`config.mk`:
```
export PLATFORM = sky130hd
export DESIGN_NAME = number_classifier
export DESIGN_NICKNAME = d
export VERILOG_FILES = /design/src/rtl/number_pkg.sv /design/src/rtl/number_stability_filter.sv /design/src/rtl/number_classifier.sv
export SDC_FILE = /design/constraint.sdc
export NUM_CORES = 1
export LEC_CHECK = 0
export ABC_CLOCK_PERIOD_IN_PS = 6600
export BUFFER_PORTS_ARGS = -buffer_cell sky130_fd_sc_hd__buf_2
export CORE_MARGIN = 2
export CORE_UTILIZATION = 55
export DETAILED_ROUTE_END_ITERATION = 10
export GPL_TIMING_DRIVEN = 0
export PLACE_DENSITY = 0.78
export RECOVER_POWER = 50
export SKIP_CTS_REPAIR_TIMING = 1
export SLEW_MARGIN = 5
export SYNTH_ARGS = -nofsm -noshare
export SYNTH_HDL_FRONTEND = slang
export SYNTH_SLANG_ARGS = --single-unit
export TNS_END_PERCENT = 50
```
`constraint.sdc`:
```
create_clock -name pixelclk -period 6.6 [get_ports pixelclk]
set_input_delay 0.66 -clock pixelclk [delete_from_list [all_inputs] [get_ports pixelclk]]
set_output_delay 0.66 -clock pixelclk [all_outputs]
set_load 0.02 [all_outputs]
```
`src/rtl/number_pkg.sv`:
```
// Shared constants, FSM state type and sizing helper for the number classifier.
package number_pkg;

  localparam logic [7:0] NO_CHAR = 8'hFF;

  typedef enum logic [1:0] {
    StIdle,
    StScan,
    StDecide
  } state_e;

  // Bits needed to hold 0..v-1, never less than one.
  function automatic int unsigned clog2(input int unsigned v);
    int unsigned r;
    r = 1;
    while ((32'd1 << r) < v) r = r + 1;
    return r;
  endfunction

endpackage

```
`src/rtl/number_stability_filter.sv`:
```
// Cross-frame filter: a candidate must repeat STABLE_FRAMES times before it is shown.
module number_stability_filter
  import number_pkg::*;
#(
  parameter int unsigned STABLE_FRAMES = 3
) (
  input  logic       pixelclk,
  input  logic       reset_n,
  input  logic       cand_valid_i,
  input  logic [7:0] cand_class_i,
  input  logic       clear_i,
  output logic [7:0] char_result_number_o,
  output logic       result_locked_o
);

  localparam int unsigned CntW = clog2(STABLE_FRAMES + 1);
  localparam logic [CntW-1:0] CntMax = CntW'(STABLE_FRAMES);

  logic [7:0]      prev_q, prev_d;
  logic [CntW-1:0] cnt_q, cnt_d;
  logic [7:0]      char_q, char_d;
  logic            locked_q, locked_d;

  always_comb begin
    prev_d   = prev_q;
    cnt_d    = cnt_q;
    char_d   = char_q;
    locked_d = locked_q;
    if (cand_valid_i) begin
      if (cand_class_i == prev_q) begin
        if (cnt_q != CntMax) cnt_d = cnt_q + 1'b1;
      end else begin
        prev_d = cand_class_i;
        cnt_d  = CntW'(1);
      end
      // A stable "no character" run unlocks but keeps the last shown digit.
      if ((cnt_d == CntMax) && (cand_class_i != NO_CHAR)) begin
        char_d   = cand_class_i;
        locked_d = 1'b1;
      end else begin
        locked_d = 1'b0;
      end
    end
  end

  always_ff @(posedge pixelclk or negedge reset_n) begin
    if (!reset_n) begin
      prev_q   <= NO_CHAR;
      cnt_q    <= '0;
      char_q   <= NO_CHAR;
      locked_q <= 1'b0;
    end else if (clear_i) begin
      prev_q   <= NO_CHAR;
      cnt_q    <= '0;
      char_q   <= NO_CHAR;
      locked_q <= 1'b0;
    end else begin
      prev_q   <= prev_d;
      cnt_q    <= cnt_d;
      char_q   <= char_d;
      locked_q <= locked_d;
    end
  end

  assign char_result_number_o = char_q;
  assign result_locked_o      = locked_q;

endmodule

```
`src/rtl/number_classifier.sv`:
```
// Per-frame best/runner-up scan over template scores with threshold, margin and
// a cross-frame stability filter feeding the character display path.
module number_classifier
  import number_pkg::*;
#(
  parameter int unsigned NUM_CLASS     = 10,
  parameter int unsigned SCORE_W       = 12,
  parameter int unsigned THRESH        = 1024,
  parameter int unsigned MARGIN        = 64,
  parameter int unsigned STABLE_FRAMES = 3
) (
  input  logic                         pixelclk,
  input  logic                         reset_n,
  input  logic                         frame_done,
  input  logic [NUM_CLASS*SCORE_W-1:0] score_bus,
  input  logic                         clear,
  output logic                         busy,
  output logic                         cand_valid,
  output logic [7:0]                   cand_class,
  output logic [SCORE_W-1:0]           cand_score,
  output logic [7:0]                   char_result_number,
  output logic                         result_locked,
  output logic                         overrun
);

  localparam int unsigned IdxW = clog2(NUM_CLASS);
  localparam logic [IdxW-1:0] IdxLast = IdxW'(NUM_CLASS - 1);

  state_e              state_q, state_d;
  logic [IdxW-1:0]     idx_q, idx_d;
  logic [IdxW-1:0]     best_idx_q, best_idx_d;
  logic [SCORE_W-1:0]  best_q, best_d;
  logic [SCORE_W-1:0]  second_q, second_d;
  logic                cand_valid_q, cand_valid_d;
  logic [7:0]          cand_class_q, cand_class_d;
  logic [SCORE_W-1:0]  cand_score_q, cand_score_d;
  logic                overrun_q, overrun_d;
  logic [SCORE_W-1:0]  snap_q [NUM_CLASS];
  logic                load_snap;
  logic [SCORE_W-1:0]  cur_score;
  logic [SCORE_W-1:0]  gap;
  logic [7:0]          decide_cand;
  logic                decide_fire;

  assign cur_score   = snap_q[idx_q];
  assign gap         = best_q - second_q;
  assign decide_cand = ((32'(best_q) > THRESH) && (32'(gap) >= MARGIN)) ? 8'(best_idx_q) : NO_CHAR;
  assign decide_fire = (state_q == StDecide);

  always_comb begin
    state_d      = state_q;
    idx_d        = idx_q;
    best_idx_d   = best_idx_q;
    best_d       = best_q;
    second_d     = second_q;
    cand_valid_d = 1'b0;
    cand_class_d = cand_class_q;
    cand_score_d = cand_score_q;
    overrun_d    = overrun_q;
    load_snap    = 1'b0;
    if (clear) begin
      state_d      = StIdle;
      cand_class_d = NO_CHAR;
      cand_score_d = '0;
      overrun_d    = 1'b0;
    end else begin
      if (frame_done && (state_q != StIdle)) overrun_d = 1'b1;
      case (state_q)
        StIdle: begin
          if (frame_done) begin
            load_snap  = 1'b1;
            best_d     = '0;
            second_d   = '0;
            best_idx_d = '0;
            idx_d      = '0;
            state_d    = StScan;
          end
        end
        StScan: begin
          // Strict compare keeps the lowest index on ties.
          if (cur_score > best_q) begin
            second_d   = best_q;
            best_d     = cur_score;
            best_idx_d = idx_q;
          end else if (cur_score > second_q) begin
            second_d = cur_score;
          end
          if (idx_q == IdxLast) state_d = StDecide;
          else                  idx_d   = idx_q + 1'b1;
        end
        StDecide: begin
          cand_valid_d = 1'b1;
          cand_class_d = decide_cand;
          cand_score_d = best_q;
          state_d      = StIdle;
        end
        default: state_d = StIdle;
      endcase
    end
  end

  always_ff @(posedge pixelclk or negedge reset_n) begin
    if (!reset_n) begin
      state_q      <= StIdle;
      idx_q        <= '0;
      best_idx_q   <= '0;
      best_q       <= '0;
      second_q     <= '0;
      cand_valid_q <= 1'b0;
      cand_class_q <= NO_CHAR;
      cand_score_q <= '0;
      overrun_q    <= 1'b0;
    end else begin
      state_q      <= state_d;
      idx_q        <= idx_d;
      best_idx_q   <= best_idx_d;
      best_q       <= best_d;
      second_q     <= second_d;
      cand_valid_q <= cand_valid_d;
      cand_class_q <= cand_class_d;
      cand_score_q <= cand_score_d;
      overrun_q    <= overrun_d;
    end
  end

  always_ff @(posedge pixelclk or negedge reset_n) begin
    if (!reset_n) begin
      for (int i = 0; i < NUM_CLASS; i++) snap_q[i] <= '0;
    end else if (load_snap) begin
      for (int i = 0; i < NUM_CLASS; i++) snap_q[i] <= score_bus[i*SCORE_W +: SCORE_W];
    end
  end

  number_stability_filter #(
    .STABLE_FRAMES(STABLE_FRAMES)
  ) u_filter (
    .pixelclk             (pixelclk),
    .reset_n              (reset_n),
    .cand_valid_i         (decide_fire),
    .cand_class_i         (decide_cand),
    .clear_i              (clear),
    .char_result_number_o (char_result_number),
    .result_locked_o      (result_locked)
  );

  assign busy       = (state_q != StIdle);
  assign cand_valid = cand_valid_q;
  assign cand_class = cand_class_q;
  assign cand_score = cand_score_q;
  assign overrun    = overrun_q;

endmodule
```
==> metrics.md, run 1 <==
| Metric | Value |
|---|---|
| Vias in the first global route | 7469 |
| GR Overflow Total | 0 |
| Core area | around 17000 um^2 |
| Final Util | 0.670 |
| PwrDens | 372 nW/um^2 |
| R2R Setup Slk | 1870 ps |
| H-tree depth | 4 |
| Arr. time, crit path | approximately 5100 ps |
| Worst hold stages | 2 |
| Yosys Warn Count | 0 |
| Clock transition at path regs | roughly 70 ps |
| F_max | approximately 210 MHz |
| Post-Synthesis Cells | just under 800 |
| Unrepaired setup endpoints after global routing | false |
| HPWL after DPL | around 17 mm |
| R2R cell count | 15 |
| Routability cong. | slightly below 0.9 |
| Post-synth ARST share | 1.00 |
| Syn_nets | 953 |
| Mean area per synthesized cell | about 12 um^2 |
| Ant. Diodes | 0 |
| GRT Total Usage | 0.272 |
| Hold path startpoint | score_bus[64] |
| Synthesized area | between 9000 and 10000 um^2 |
| CTS tree | built |
| TritonCTS Buffers | 17 |
| Antenna-violating nets left | 0 |
| EDFF count, synth | 0 |
| Post-layout min period | 4730 ps |
| Top-Level Pins | 156 |
| First-pass GRT wire length | 38.3 mm |
| Placement Rows | between 40 and 50 |
| Seq/Total Area, Yosys | 0.493 |
| Initial antenna violation count | 3 |
| Final hold slack | between 400 and 500 ps |
| Port Buffers | 154 |
| Post-synth top area cell | dfrtp_1 |
| Violated checks | max-capacitance violations, max-slew violations |
| Unique masters post-synth | 56 |
| Area Overhead vs Synth | 18.0% |
| Share of cells above drive strength 1 | 0.382 |
| Reg-to-reg critical path startpoint | idx_q[1]$_DFFE_PN0P_ |
| R2R Path End | second_q[7]$_DFFE_PN0P_ |
| Clock Skew | 10.0 ps |
| Clk buf depth | 2 |
| Placed Cells | roughly 1200 |
| Most frequent cells after synthesis | 171 x dfrtp_1, 132 x mux2_2, 83 x nand2_1, 39 x a21oi_1, 37 x ha_1 |
| Setup_tns | 0 ps |
| Rel. slew slack | -2.04 |
| Synth area leaders | dfrtp_1 45%, mux2_2 16%, mux4_2 5.7% |
| Synthesis-stage register bit count | roughly 190 |
| Worst Hold End | snap_q[52]$_DFFE_PN0P_ |
| Top cell type's share of synthesized area | 0.452 |
| Drt total wl | ~24 mm |
| Hold crit path type | input port to flop |
| Most numerous cell in the Yosys netlist | dfrtp_1 |
| Final setup viols | 0 |
| Nets | between 1000 and 1500 |
| Routed WL per cell | between 15 and 20 um |
| Setup CP Type | flop to flop |
| Crit start category | flop |
| DP Worst Slack | 1880 ps |
| Post-Layout Inst Area | between 10000 and 15000 um^2 |
| Crit. End Element | flop |
| Initial Util | 0.567 |
| Pin count of the biggest net entering global routing | approximately 100 |
| Number of max-cap violations | 1 |
| Chip height | 135 um |
| # DRC | 0 |
| DP Area | 10600 um^2 |
| DR iter-0 viols | ~450 |
| Drt first pass iters | 5 |
| CTS Sinks | around 190 |
| Vias | between 7000 and 8000 |
| Leak Pwr | 4.91 nW |
| Ys flop type | dfrtp_1 |
| Die footprint | ~18000 um^2 |
| Required time worst endpoint | 6940 ps |
| Fin crit share | 0.716 |
| Final Hold Vio Count | 0 |
| Slew Limit Fails | 85 |
| Max IR drop VDD | roughly 0.00023 V |
| Clk_lat worst skew | 440 ps |
| Non-Filler Instances | about 1200 |
| Overall power | between 4 and 5 mW |
| Worst-Margin Slew | 4570 ps |
| Clock root buffer | clkbuf_16 |
| Via-to-Cell Ratio | 5.89 |
| Worst-path fanout max | 10 |
| Status | finished, violations left |
| Fin worst setup slack | between 1500 and 2000 ps |
| Die span in x | approximately 140 um |
[metal layers]
metal / vias up / GRT usage / routed length, um
li1: 3211 / - / -
met1: 3519 / 0.341 / 9630
met2: 261 / 0.453 / 11600
met3: 62 / 0.0737 / 1660
met4: 2 / 0.104 / 683
met5: - / 0 / 7
[worst max-delay path, stage by stage, from the launching register on]
cell and delay [ps]:
dfrtp_1 350, clkbuf_1 430, clkbuf_1 580, mux4_2 420
a221oi_1 340, a21oi_1 160, ha_1 350, a21o_1 180
a21o_1 170, a21oi_1 140, or2_2 130, a31oi_2 160
o21ai_1 460, clkbuf_1 510, nand3_1 140, o31ai_1 90
[worst max path at each step]
stage / cells past startpoint / end / slack (ps) / start
6_report: 15 / second_q[7]$_DFFE_PN0P_ / 1870 / idx_q[1]$_DFFE_PN0P_
5_1_grt: 1 / snap_q[21]$_DFFE_PN0P_ / 1270 / reset_n
4_1_cts: 15 / second_q[7]$_DFFE_PN0P_ / 1890 / idx_q[1]$_DFFE_PN0P_
3_5_place_dp: 15 / second_q[7]$_DFFE_PN0P_ / 1880 / idx_q[1]$_DFFE_PN0P_
3_3_place_gp: 1 / snap_q[51]$_DFFE_PN0P_ / 1840 / reset_n
2_1_floorplan: 15 / second_q[10]$_DFFE_PN0P_ / 2910 / idx_q[1]$_DFFE_PN0P_
[cell families after synthesis]
logic type / share of synthesized area
AO/OA/AOI/OAI: 0.0987
XOR/XNOR: 0.00740
adder cells (fa/ha/maj): 0.0510
buffers and inverters: 0.0353
flip-flops: 0.493
multiplexers: 0.231
AND/OR/NAND/NOR: 0.0831
[layout by cell type (no fill, tap or decap), drive strengths merged, types with 17 or more instances in the layout]
master,synthesis,layout
mux4,24,24
dfrtp,171,171
nor2,26,26
inv,26,32
nand2,83,83
o31ai,17,17
clkbuf,29,62
mux2,133,133
ha,37,37
buf,22,161
a21oi,40,40
o21ai,21,21
nand3,19,19
[area by class of cell]
cell class / instances / area (um^2)
buffer: 51 / 233
sequential: 186 / 4670
timing repair buffer: 155 / 778
clock inverter: 15 / 229
fill: 1255 / 5520
clock buffer: 17 / 425
multi-input combinational: 527 / 4470
inverter: 27 / 101
tap: 220 / 275
[report_power, final]
part / internal (mW) / switching, mW / leakage (nW)
Sequential: 1.34 / 0.153 / 2.27
Clock: 0.650 / 0.477 / 0.307
Combinational: 0.721 / 0.819 / 2.34
[sequential cells by signal (all words and copies together) (netlist names)]
register,count
idx_q,4
cand_valid,1
state_q,2
u_filter.cnt_q,2
second_q,12
cand_class,5
u_filter.result_locked_o,1
snap_q,120
best_idx_q,4
cand_score,12
best_q,12
overrun,1
u_filter.prev_q,5
u_filter.char_result_number_o,5
Note: power is estimated with default switching activity, not from simulation.
==> inputs of run 2 (changes only) <==
ABC_CLOCK_PERIOD_IN_PS = 4650   (was 6600)
clock period = 4.65 ns   (was 6.6 ns; I/O delays follow)
==> metrics.md, run 2 (synthesis results as in run 1) <==
| Metric | Value |
|---|---|
| Max FFs per register | 120 (unchanged) |
| Final setup viols | 0 (unchanged) |
| Global-route met3 utilization | 0.0737 (unchanged) |
| Rel. slew slack | -1.54 (+0.507) |
| Clock root buffer | clkbuf_16 |
| Max stage delay on crit path | 570 ps (about the same) |
| Slew Limit Fails | 85 (unchanged) |
| Area Overhead vs Synth | 18.3% |
| Port Buffers | 154 (unchanged) |
| HPWL after DPL | 16.9 mm (unchanged) |
| Final hold slack | 254 ps (-196 ps) |
| Violated checks | max-capacitance violations, max-slew violations |
| Placement Rows | 47 (unchanged) |
| GR peak layer | met2 |
| Reg power frac | 0.360 (about the same) |
| PwrDens | 528 nW/um^2 (+42%) |
| Slowest cell on crit path | clkbuf_1 |
| DR iter-0 viols | 418 (-6.1%) |
| Nets | 1127 (unchanged) |
| Fin worst setup slack | 224 ps (-1650 ps) |
| Final Util | 0.671 (+0.00127) |
| R2R Setup Slk | 220 ps (-1650 ps) |
| Reg with most FFs | snap_q |
| DP Worst Slack | -74.1 ps (-1950 ps) |
| Drt first pass iters | 7 (+2) |
| Final Hold Vio Count | 0 (unchanged) |
| Crit start category | flop |
| Unrepaired setup endpoints after global routing | true |
| Vias | 7082 (+0.38%) |
| GR Overflow Total | 0 (unchanged) |
| TritonCTS Buffers | 17 (unchanged) |
| Die span in x | 135 um (unchanged) |
| Cells along the critical path | clkbuf_1 -> clkbuf_1 -> mux4_2 -> nand2_1 -> a21oi_1 -> ha_1 -> a21o_1 -> a21o_1 -> a21oi_1 -> or2_2 -> a31oi_2 -> o21ai_2 -> clkbuf_1 -> o21ai_0 |
| CP most frequent cell | clkbuf_1 |
| Initial Util | 0.567 (unchanged) |
| Fin crit share | 0.952 (+0.236) |
| Vias in the first global route | 7469 (unchanged) |
| Required time worst endpoint | 4930 ps (-2010 ps) |
| Arr. time, crit path | 4710 ps (-350 ps) |
| Most frequent cells in the layout | 171 x dfrtp_1, 156 x buf_2, 132 x mux2_2 |
| Commonest non-fill, non-tap cell in the layout | dfrtp_1 |
| Core area | 16700 um^2 (unchanged) |
| Post-layout min period | 4430 ps (-299 ps) |
| Worst-path fanout max | 10 (unchanged) |
| Antenna-violating nets left | 0 (unchanged) |
| Chip height | 135 um (unchanged) |
| Clock power frac | 0.271 (about the same) |
| Overall power | 5.91 mW (+42%) |
| Net Sw Frac | 0.348 (about the same) |
| First-pass GRT wire length | 38.3 mm (unchanged) |
| Clk buf depth | 2 (unchanged) |
| Met2 Use GR | 0.453 (unchanged) |
| Clock Skew | 11.4 ps (+1.33 ps) |
| CTS Sinks | 186 (unchanged) |
| CTS tree | built |
| Status | finished, violations left |
| Crit. End Element | flop |
| H-tree depth | 4 (unchanged) |
| Hold crit path type | input port to flop |
| F_max | 226 MHz (+6.8%) |
| Met1 GRT Util | 0.341 (unchanged) |
| Share of cells above drive strength 1 | 0.391 (+0.00818) |
| Buf/Inv on CP | 3 (unchanged) |
| Routed WL per cell | 19.7 um (+0.40%) |
| GRT Total Usage | 0.272 (unchanged) |
| Psw | 2.06 mW (+42%) |
| Clock transition at path regs | 70 ps (about the same) |
| Routability cong. | 0.894 (unchanged) |
| Pin count of the biggest net entering global routing | 103 (unchanged) |
| Fill cell count | 1251 (-0.32%) |
| Die footprint | 18300 um^2 (unchanged) |
| Worst-Margin Slew | 3810 ps (-761 ps) |
| Ant. Diodes | 0 (unchanged) |
| Delay-heaviest family, CP | compound AO/OA/AOI/OAI gates |
| # DRC | 0 (unchanged) |
| Number of max-cap violations | 1 (unchanged) |
| Drt total wl | 23.6 mm (+0.40%) |
| Initial antenna violation count | 3 (unchanged) |
| Setup CP Type | flop to flop |
| Comb pwr share | 0.370 (about the same) |
| Max IR drop VDD | 0.000325 V (+42%) |
| Top-Level Pins | 156 (unchanged) |
| Leak Pwr | 4.95 nW (+0.77%) |
| Cell internal pwr | 3.86 mW (+42%) |
| Clk_lat worst skew | 440 ps (about the same) |
| Via-to-Cell Ratio | 5.91 (+0.38%) |
[run 2: changes by cell type in the layout (fill, tap and decap cells not counted), sizes merged]
cell,delta
buf,+3
dlymetal6s4s,+1
clkbuf,-4
[run 2: stage by stage]
step                      instance area, um^2  cells  setup TNS [ps]
after CTS                               11200   1198            -346
after detailed placement                10600   1166            -414
after global placement                  10500   1165            -250
final                                   11200   1198               0
after global routing                    11200   1198           -16.1
after floorplan                          9470    791               0
[run 2: power by group through the flow]
stage          Clock, mW  Sequential [mW]  Combinational, mW
6_report            1.60             2.13               2.19
5_1_grt             1.68             2.16               2.41
4_1_cts             1.62             2.12               2.17
3_5_place_dp           0             2.14               2.15
3_3_place_gp           0             2.13               2.09
2_1_floorplan          0             2.06               1.65
[run 2: final timing paths]
kind | startpoint | depth (start not counted) | to
max reg2reg | idx_q[1]$_DFFE_PN0P_ | 14 | best_q[2]$_DFFE_PN0P_
max | idx_q[1]$_DFFE_PN0P_ | 14 | best_q[2]$_DFFE_PN0P_
max in group asynchronous | reset_n | 1 | snap_q[9]$_DFFE_PN0P_
min in group asynchronous | reset_n | 1 | cand_score[5]$_DFFE_PN0P_
min reg2reg | u_filter.char_result_number_o[2]$_DFFE_PN1P_ | 2 | u_filter.char_result_number_o[2]$_DFFE_PN1P_
min | score_bus[64] | 2 | snap_q[52]$_DFFE_PN0P_
[run 2: final cells by class]
class	instances	area (um^2)	share of cell area
tap	220	275	0.0246
inverter	27	101	0.00905
sequential	186	4670	0.417
clock buffer	17	425	0.0380
timing repair buffer	155	791	0.0706
clock inverter	15	229	0.0204
multi-input combinational	527	4470	0.399
buffer	51	238	0.0212
[run 2: metal layers]
metal	part of all wire	routed length, um
met1	0.41	9640
met2	0.49	11700
met3	0.071	1680
met4	0.026	625
met5	0.00030	7
==> inputs of run 3 (changes only) <==
REMOVE_ABC_BUFFERS = 1   (was not set)
==> metrics.md, run 3 (synthesis results as in run 1) <==
| Metric | Value |
|---|---|
| CTS tree | built |
| Final hold slack | -4.35 ps (-259 ps) |
| Reg with most FFs | snap_q |
| Drt first pass iters | 7 (unchanged) |
| Port Buffers | 155 (+0.65%) |
| Worst-Margin Slew | 2570 ps (-1240 ps) |
| Violated checks | negative hold slack, max-capacitance violations, max-slew violations |
| Most frequent cells in the layout | 169 x dfrtp_1, 139 x buf_2, 132 x mux2_2 |
| Worst setup path start | idx_q[0]$_DFFE_PN0P_ |
| PwrDens | 526 nW/um^2 (-0.37%) |
| Max FFs per register | 120 (unchanged) |
| Vias | 6792 (-4.1%) |
| Placement Rows | 47 (unchanged) |
| Commonest non-fill, non-tap cell in the layout | dfrtp_1 |
| Routability cong. | 0.887 (-0.78%) |
| Net Sw Frac | 0.334 (-0.0143) |
| Antenna-violating nets left | 0 (unchanged) |
| Cell internal pwr | 3.93 mW (+2.0%) |
| Pin count of the biggest net entering global routing | 106 (+2.9%) |
| Share of cells above drive strength 1 | 0.404 (+0.0130) |
| Non-Filler Instances | 1174 (-2.0%) |
| Clock root buffer | clkbuf_16 |
| Post-layout min period | 4280 ps (-148 ps) |
| Slowest cell on crit path | dfrtp_4 |
| Status | finished, violations left |
| Required time worst endpoint | 4940 ps (about the same) |
| Ant. Diodes | 0 (unchanged) |
| Arr. time, crit path | 4570 ps (-140 ps) |
| Crit. End Element | flop |
| Drt total wl | 21.3 mm (-9.7%) |
| Clk_lat worst skew | 430 ps (about the same) |
| Fin crit share | 0.920 (-0.0319) |
| Placed Cells | 1130 (-3.1%) |
| Slew Limit Fails | 106 (+25%) |
| TritonCTS Buffers | 17 (unchanged) |
| Via-to-Cell Ratio | 5.79 (-2.1%) |
| Initial Util | 0.567 (unchanged) |
| Clock power frac | 0.262 (-0.009) |
| Max stage delay on crit path | 730 ps (+160 ps) |
| Core area | 16700 um^2 (unchanged) |
| HPWL after DPL | 14.5 mm (-14%) |
| CTS Sinks | 186 (unchanged) |
| Reg power frac | 0.366 (+0.006) |
| DR iter-0 viols | 422 (+0.96%) |
| Final setup viols | 0 (unchanged) |
| Clock Skew | 12.6 ps (+1.25 ps) |
| Hold crit path type | input port to async pin |
| R2R Setup Slk | 370 ps (+150 ps) |
| Routed WL per cell | 18.2 um (-7.9%) |
| Cells along the critical path | buf_12 -> mux4_2 -> a221oi_1 -> a21oi_1 -> ha_1 -> a21o_1 -> a21o_1 -> a21oi_1 -> a31oi_4 -> o21ai_4 -> and2_2 -> o21ai_0 |
| F_max | 234 MHz (+3.5%) |
| Rel. slew slack | -0.710 (+0.827) |
| # DRC | 0 (unchanged) |
| Number of max-cap violations | 1 (unchanged) |
| Vias in the first global route | 7016 (-6.1%) |
| Final Hold Vio Count | 1 (+1) |
| Die footprint | 18300 um^2 (unchanged) |
| Clk buf depth | 2 (unchanged) |
| Reg-to-reg critical path startpoint | idx_q[0]$_DFFE_PN0P_ |
| GR Overflow Total | 0 (unchanged) |
| Leak Pwr | 4.92 nW (-0.61%) |
| Crit start category | flop |
| Setup CP Type | flop to flop |
| Area Overhead vs Synth | 18.5% |
| Nets | 1103 (-2.1%) |
| Clock transition at path regs | 60 ps (about the same) |
| Die span in x | 135 um (unchanged) |
| DP Worst Slack | -1330 ps (-1260 ps) |
| Initial antenna violation count | 0 (-3) |
| Unrepaired setup endpoints after global routing | false |
| Top-Level Pins | 156 (unchanged) |
| H-tree depth | 4 (unchanged) |
| Chip height | 135 um (unchanged) |
| Psw | 1.97 mW (-4.3%) |
| Fin worst setup slack | 372 ps (+148 ps) |
| Comb pwr share | 0.373 (+0.003) |
| GRT Total Usage | 0.245 (-0.0274) |
| First-pass GRT wire length | 34.9 mm (-8.8%) |
| Worst-path fanout max | 24 (+14) |
| Max IR drop VDD | 0.000298 V (-8.3%) |
-- run 3: per-layer routing --
layer,share of wire,up-vias,track usage,wire (um)
met2,0.50,192,0.410,10600
li1,-,3175,-,-
met1,0.42,3391,0.317,9060
met3,0.057,34,0.0610,1220
met5,0,-,0,0
met4,0.020,0,0.0735,424
-- run 3: power by group through the flow --
stage,clock network [mW],logic [mW],registers (mW)
4_1_cts,1.56,2.09,2.16
3_3_place_gp,0,2.00,2.18
3_5_place_dp,0,2.07,2.18
6_report,1.54,2.20,2.16
5_1_grt,1.62,2.44,2.20
2_1_floorplan,0,1.60,2.10
-- run 3: cell type report --
| cell class | instances | area (um^2) |
|---|---|---|
| clock inverter | 10 | 164 |
| timing repair buffer | 181 | 1030 |
| sequential | 186 | 4680 |
| tap | 220 | 275 |
| clock buffer | 22 | 464 |
| inverter | 27 | 105 |
| multi-input combinational | 528 | 4510 |
| fill | 1273 | 5480 |
-- run 3: final timing paths --
| check | to | depth (start not counted) |
|---|---|---|
| max | second_q[0]$_DFFE_PN0P_ | 12 |
| min | snap_q[9]$_DFFE_PN0P_ | 1 |
| max reg2reg | second_q[0]$_DFFE_PN0P_ | 12 |
| min reg2reg | u_filter.char_result_number_o[2]$_DFFE_PN1P_ | 2 |
| max in group asynchronous | snap_q[38]$_DFFE_PN0P_ | 2 |
| min in group pixelclk | snap_q[64]$_DFFE_PN0P_ | 2 |
-- run 3: per-stage QoR --
| step | hold WS [ps] | setup TNS, ps | total power [mW] | instance area, um^2 | util |
|---|---|---|---|---|---|
| floorplan | 169 | -778510 | 3.70 | 9240 | - |
| global placement | 462 | -1318690 | 4.18 | 10300 | 0.616 |
| detailed placement | 474 | -31120 | 4.26 | 10500 | 0.630 |
| CTS | 40.8 | -32250 | 5.81 | 11200 | 0.668 |
| global route | 44.8 | 0 | 6.26 | 11200 | 0.672 |
| finish | -4.35 | 0 | 5.90 | 11200 | 0.672 |
-- run 3: critical path: cells and delay by family, from the launching register on --
family | cells | cell delay, ps
compound gates | 8 | 1800
fa+ha+maj | 1 | 400
buf+inv | 1 | 240
flops | 1 | 730
mux | 1 | 500
simple gates | 1 | 410
